**config.mk**
```make
export PLATFORM = sky130hd
export DESIGN_NAME = setlist_sequencer
export DESIGN_NICKNAME = d
export VERILOG_FILES = /design/src/rtl/guitarists_pkg.sv /design/src/rtl/setlist_sequencer_beat_divider.sv /design/src/rtl/setlist_sequencer.sv
export SDC_FILE = /design/constraint.sdc
export NUM_CORES = 1
export LEC_CHECK = 0
export ABC_AREA = 1
export BUFFER_PORTS_ARGS = -buffer_cell sky130_fd_sc_hd__buf_2
export CORE_ASPECT_RATIO = 1.25
export CORE_MARGIN = 10
export CORE_UTILIZATION = 62
export DETAILED_ROUTE_END_ITERATION = 8
export PLACE_DENSITY_LB_ADDON = 0.05
export SYNTH_ARGS = -nofsm -noshare
export SYNTH_HDL_FRONTEND = slang
export SYNTH_SLANG_ARGS = --single-unit
export TNS_END_PERCENT = 30
```
**constraint.sdc**
```tcl
create_clock -name mclk -period 2.6 [get_ports mclk]
set_clock_uncertainty 0.05 [all_clocks]
set_input_delay 0 -clock mclk [delete_from_list [all_inputs] [get_ports mclk]]
set_output_delay 0 -clock mclk [all_outputs]
set_load 0.1 [all_outputs]
```
**src/rtl/guitarists_pkg.sv**
```systemverilog
// Shared types and constants for the setlist sequencer: FSM states, pattern bit
// positions and default timing parameters.
package guitarists_pkg;

  typedef enum logic [1:0] {
    ST_IDLE,
    ST_COUNT_IN,
    ST_PLAY,
    ST_SOLO
  } state_t;

  localparam int PAT_RIFF   = 1;
  localparam int PAT_GROOVE = 0;

  localparam int DEF_BEAT_DIV = 16;
  localparam int DEF_STEPS    = 8;
  localparam int DEF_COUNT_IN = 4;

endpackage

```
**src/rtl/setlist_sequencer_beat_divider.sv**
```systemverilog
// Tempo divider: counts 0..DIV-1 while enabled and pulses beat on the last count.
// clr has priority over en so the count restarts exactly on entry to count-in.
module beat_divider #(
  parameter int DIV = 16
) (
  input  logic clk,
  input  logic rst,
  input  logic en,
  input  logic clr,
  output logic beat
);

  localparam int CW = $clog2(DIV);
  localparam logic [CW-1:0] LAST = CW'(DIV - 1);

  logic [CW-1:0] cnt;

  always_ff @(posedge clk or posedge rst) begin
    if (rst) begin
      cnt <= '0;
    end else if (clr) begin
      cnt <= '0;
    end else if (en) begin
      cnt <= (cnt == LAST) ? '0 : cnt + 1'b1;
    end
  end

  assign beat = en && (cnt == LAST);

endmodule

```
**src/rtl/setlist_sequencer.sv**
```systemverilog
// Step-pattern sequencer driving riff/groove/solo controls: count-in, looping play,
// one-pass solo on request and a stop that lands on the next pattern wrap.
module setlist_sequencer
  import guitarists_pkg::*;
#(
  parameter int BEAT_DIV = DEF_BEAT_DIV,
  parameter int STEPS    = DEF_STEPS,
  parameter int COUNT_IN = DEF_COUNT_IN
) (
  input  logic                     mclk,
  input  logic                     reset,
  input  logic                     start,
  input  logic                     stop,
  input  logic                     solo_req,
  input  logic                     pat_we,
  input  logic [$clog2(STEPS)-1:0] pat_addr,
  input  logic [1:0]               pat_wdata,
  output logic                     riff,
  output logic                     groove,
  output logic                     solo,
  output logic                     beat,
  output logic [$clog2(STEPS)-1:0] step,
  output logic                     busy
);

  localparam int SW = $clog2(STEPS);
  localparam int CW = $clog2(COUNT_IN + 1);
  localparam logic [SW-1:0] LAST_STEP = SW'(STEPS - 1);
  localparam logic [CW-1:0] LAST_CIN  = CW'(COUNT_IN - 1);

  state_t        state;
  logic [1:0]    pat [STEPS];
  logic [CW-1:0] cin_cnt;
  logic          solo_lat;
  logic          stop_lat;
  logic [SW-1:0] nxt_step;
  logic [1:0]    nxt_pat;
  logic          start_go;
  logic          cin_abort;
  logic          wrap;

  assign busy      = (state != ST_IDLE);
  assign start_go  = (state == ST_IDLE) && start && !stop;
  assign cin_abort = (state == ST_COUNT_IN) && stop;
  assign wrap      = beat && (step == LAST_STEP);
  assign nxt_step  = step + 1'b1;
  assign nxt_pat   = pat[nxt_step];

  beat_divider #(.DIV(BEAT_DIV)) u_div (
    .clk  (mclk),
    .rst  (reset),
    .en   (busy),
    .clr  (start_go || cin_abort),
    .beat (beat)
  );

  // Reads use the pre-edge contents, so a same-beat write returns old data.
  always_ff @(posedge mclk or posedge reset) begin
    if (reset) begin
      for (int i = 0; i < STEPS; i++) pat[i] <= '0;
    end else if (pat_we) begin
      pat[pat_addr] <= pat_wdata;
    end
  end

  always_ff @(posedge mclk or posedge reset) begin
    if (reset) begin
      state    <= ST_IDLE;
      step     <= '0;
      cin_cnt  <= '0;
      solo_lat <= 1'b0;
      stop_lat <= 1'b0;
      riff     <= 1'b0;
      groove   <= 1'b0;
      solo     <= 1'b0;
    end else begin
      case (state)
        ST_IDLE: begin
          if (start_go) begin
            state   <= ST_COUNT_IN;
            cin_cnt <= '0;
          end
        end
        ST_COUNT_IN: begin
          if (stop) begin
            state <= ST_IDLE;
          end else if (beat) begin
            if (cin_cnt == LAST_CIN) begin
              state  <= ST_PLAY;
              step   <= '0;
              riff   <= pat[0][PAT_RIFF];
              groove <= pat[0][PAT_GROOVE];
            end else begin
              cin_cnt <= cin_cnt + 1'b1;
            end
          end
        end
        ST_PLAY, ST_SOLO: begin
          if (stop) stop_lat <= 1'b1;
          if (state == ST_PLAY && solo_req) solo_lat <= 1'b1;
          if (beat) begin
            step <= nxt_step;
            // Later assignments in this branch override the latch sets above.
            if (wrap && stop_lat) begin
              state    <= ST_IDLE;
              stop_lat <= 1'b0;
              solo_lat <= 1'b0;
              riff     <= 1'b0;
              groove   <= 1'b0;
              solo     <= 1'b0;
            end else if (wrap && state == ST_SOLO) begin
              state    <= ST_PLAY;
              solo_lat <= 1'b0;
              solo     <= 1'b0;
              riff     <= nxt_pat[PAT_RIFF];
              groove   <= nxt_pat[PAT_GROOVE];
            end else if (wrap && solo_lat) begin
              state  <= ST_SOLO;
              solo   <= 1'b1;
              riff   <= 1'b1;
              groove <= 1'b0;
            end else if (state == ST_PLAY) begin
              riff   <= nxt_pat[PAT_RIFF];
              groove <= nxt_pat[PAT_GROOVE];
            end
          end
        end
        default: state <= ST_IDLE;
      endcase
    end
  end

endmodule

```
==> out/results.txt <==
Most common cell after layout, fill and taps aside: nand2_1
CTS tree: built
Final Wtd Congestion: 0.8541
Synth warn: 0
R2r endpoint: u_div.cnt[1]
Slew margin rel.: 0.6445
Dominant synthesized flop cell: dfrtp_1
Syn nets: 240
Tmin final: 2.118 ns
Post-DRT Antenna Nets: 0
IO Port Bufs: 18
Pin count of the biggest net entering global routing: 34
Register area share after synthesis: 0.4539
Layout cells sized above 1: 0.1731
Worst reg-to-reg setup slack: 0.66 ns
Mux cell area share after synthesis: 0.005502
Antenna violations before repair: 0
Critical path launch point type: input pin
Drt pass-1 iters: 4
Longest Clk Path Bufs: 2
Core area: 0.002759 mm2
DR vias: 1603
Synthesized area: 0.001819 mm2
Post-synthesis compound-gate area fraction: 0.1162
Most frequent cells in the layout: nand2_1 (63), dfrtp_1 (33), inv_1 (23), nand3_1 (23), o21ai_0 (21)
Setup CP Type: input pin to register
EDFF count, synth: 0
Peak VDD IR: 502.0 uV
Worst Path Required: 2.77 ns
Die area: 0.005515 mm2
CP Cell Sequence: dlygate4sd3_1 -> buf_2 -> nor2_1 -> nand3_1 -> dlygate4sd3_1 -> nand2_1 -> o21ai_0 -> dlygate4sd3_1
CP peak stage delay: 0.61 ns
Worst-margin pin slew: 0.5332 ns
Routed WL: 4.024 mm
Hold WC Path Type: input pin to register
Nets: 275
Chip Height: 80.57 um
Worst Hold Slack: 0.01841 ns
Fin. Hold Viols: 0
Post-synthesis cell count: 224
Vias in the first global route: 1579
Area after DPL: 0.001943 mm2
Layout area overhead: 17.54%
Core Rows: 21
Most frequent CP cell: dlygate4sd3_1
Setup TNS: 0 ns
Maximum clock rate: 472.2 MHz
Die Wd: 68.45 um
PD cells: 551.8 mW/mm2
CTS sink cnt: 33
Fin util: 0.7751
Slowest-stage cell, CP: dlygate4sd3_1
Status: finished clean
Post-synthesis adder-cell area fraction: 0.03439
Antenna diodes: 0
Synth top area share: 0.4539
Drt wl/cell: 13.69 um
Unrepaired setup endpoints after global routing: false
Io pins: 19
Pins Over Slew Limit: 0
Post-DP HPWL: 3.031 mm
Insertion delay to the later sink of the worst-skew pair: 0.34 ns
Yosys cell types: 30
Final worst-path cycle share: 0.8144
Filler cells: 208
GRT Util Overall: 0.1626
Final setup fails: 0
Syn_area_per_cell: 8.122 um2
Vias per inst: 5.452
Worst setup path start: pat_addr[0]
Leak: 0.001086 uW
Crit path max fanout: 4
Starting DRT DRC Count: 127
# Post-CTS Setup Buffers: 0
Initial core utilization: 0.6594
First-pass GRT wire length: 6.920 mm
Seq cells post-synth: 33
CP arrival: 2.29 ns
Clk slew on worst S/H paths: 0.10 ns
Critical path endpoint category: register
CTS HTree Levels: 2
Critical Path End: pat[2]
Simple-Gate Fraction of Synth Area: 0.3184
Main combinational cell family by area after synthesis: simple AND/OR/NAND/NOR gates
Ys async rst share: 1.000
R2r worst-path depth: 5
Max Cap Violations: 0
CTS Buf Count: 5
Design area: 0.002138 mm2
Grt ovf: 0
Worst r2r src: state[1]
Post-synth top area cell: dfrtp_1
DRC: 0
Synth Area in XOR/XNOR: 0.004814
Root Driver: clkbuf_4
Top cells by area, synth: dfrtp_1 (45%), nand2_1 (13%), nand3_1 (6.3%)
==> cell usage after synthesis, types with 2 or more instances <==
cell type,number
nand2_1,63
dfrtp_1,33
inv_1,23
nand3_1,23
o21ai_0,21
nor2_1,16
a21oi_1,6
ha_1,5
inv_2,4
o21ai_1,3
nand2_2,2
nand2_4,2
nand3_2,2
nand3_4,2
nor2_8,2
nor3_1,2
o31ai_1,2
==> kinds of logic after synthesis <==
group,after synthesis
AOI/OAI and AO/OA,37
DFF,33
xor gates and xnor gates,1
adders and majority gates,5
buffers and inverters,30
muxes,1
and+or+nand+nor,117
==> critical path: cells and delay by family <==
| family | cells | cell delay (ns) |
|---|---|---|
| and+or+nand+nor | 3 | 0.39 |
| AOI/OAI and AO/OA | 1 | 0.06 |
| buffers and inverters | 4 | 1.85 |
==> where the power goes <==
| part | switching, uW | total [uW] | internal [uW] |
|---|---|---|---|
| sequential | 35.1 | 601 | 566 |
| combinational | 118 | 179 | 61.3 |
| clock | 170 | 400 | 230 |
==> per-layer routing <==
layer / track usage / share of wire
met4: 0.07661 / 0.029
met5: 0 / 0
met3: 0.05139 / 0.041
met2: 0.2865 / 0.54
met1: 0.1660 / 0.39
==> through the flow <==
stage | total power (uW) | cells | setup slack (ns)
finish | 1180 | 294 | 0.4825
floorplan | 724.5 | 224 | 0.4028
CTS | 1187 | 294 | 0.5413
detailed placement | 773.8 | 275 | 0.7705
global route | 1248 | 294 | 0.3876
global placement | 770.1 | 275 | 0.9154
==> area by class of cell <==
cell class / count / area (um2) / share of cell area
timing repair buffer: 30 / 207.7 / 0.09713
clock buffer: 7 / 55.05 / 0.02575
multi-input combinational: 161 / 872.1 / 0.4078
inverter: 28 / 105.1 / 0.04915
tap: 34 / 42.54 / 0.01989
sequential: 33 / 825.8 / 0.3862
clock inverter: 1 / 30.03 / 0.01404
==> worst min-delay path by stage <==
| stage | startpoint | endpoint | slack, ns | cells after the start |
|---|---|---|---|---|
| finish | start | u_div.cnt[1] | 0.02 | 4 |
| global route | start | u_div.cnt[1] | 0.03 | 4 |
| floorplan | reset | cin_cnt[0] | 0.08 | 1 |
| detailed placement | reset | step[1] | 0.06 | 3 |
| CTS | pat_we | pat[0] | 0.007 | 5 |
| global placement | reset | step[2] | 0.05 | 3 |
==> flip-flops by register name, indices dropped and copies added, names as in the netlist <==
register / count
pat: 16
solo: 1
solo_lat: 1
riff: 1
u_div.cnt: 4
step: 3
groove: 1
state: 2
cin_cnt: 3
stop_lat: 1
==> timing repair <==
item / in CTS / in global routing
hold buffers: 11 / 0
resized for setup: 0 / 0
hold endpoints to repair: 47 / 0
No activity file was read; power rests on OpenSTA's default activity.
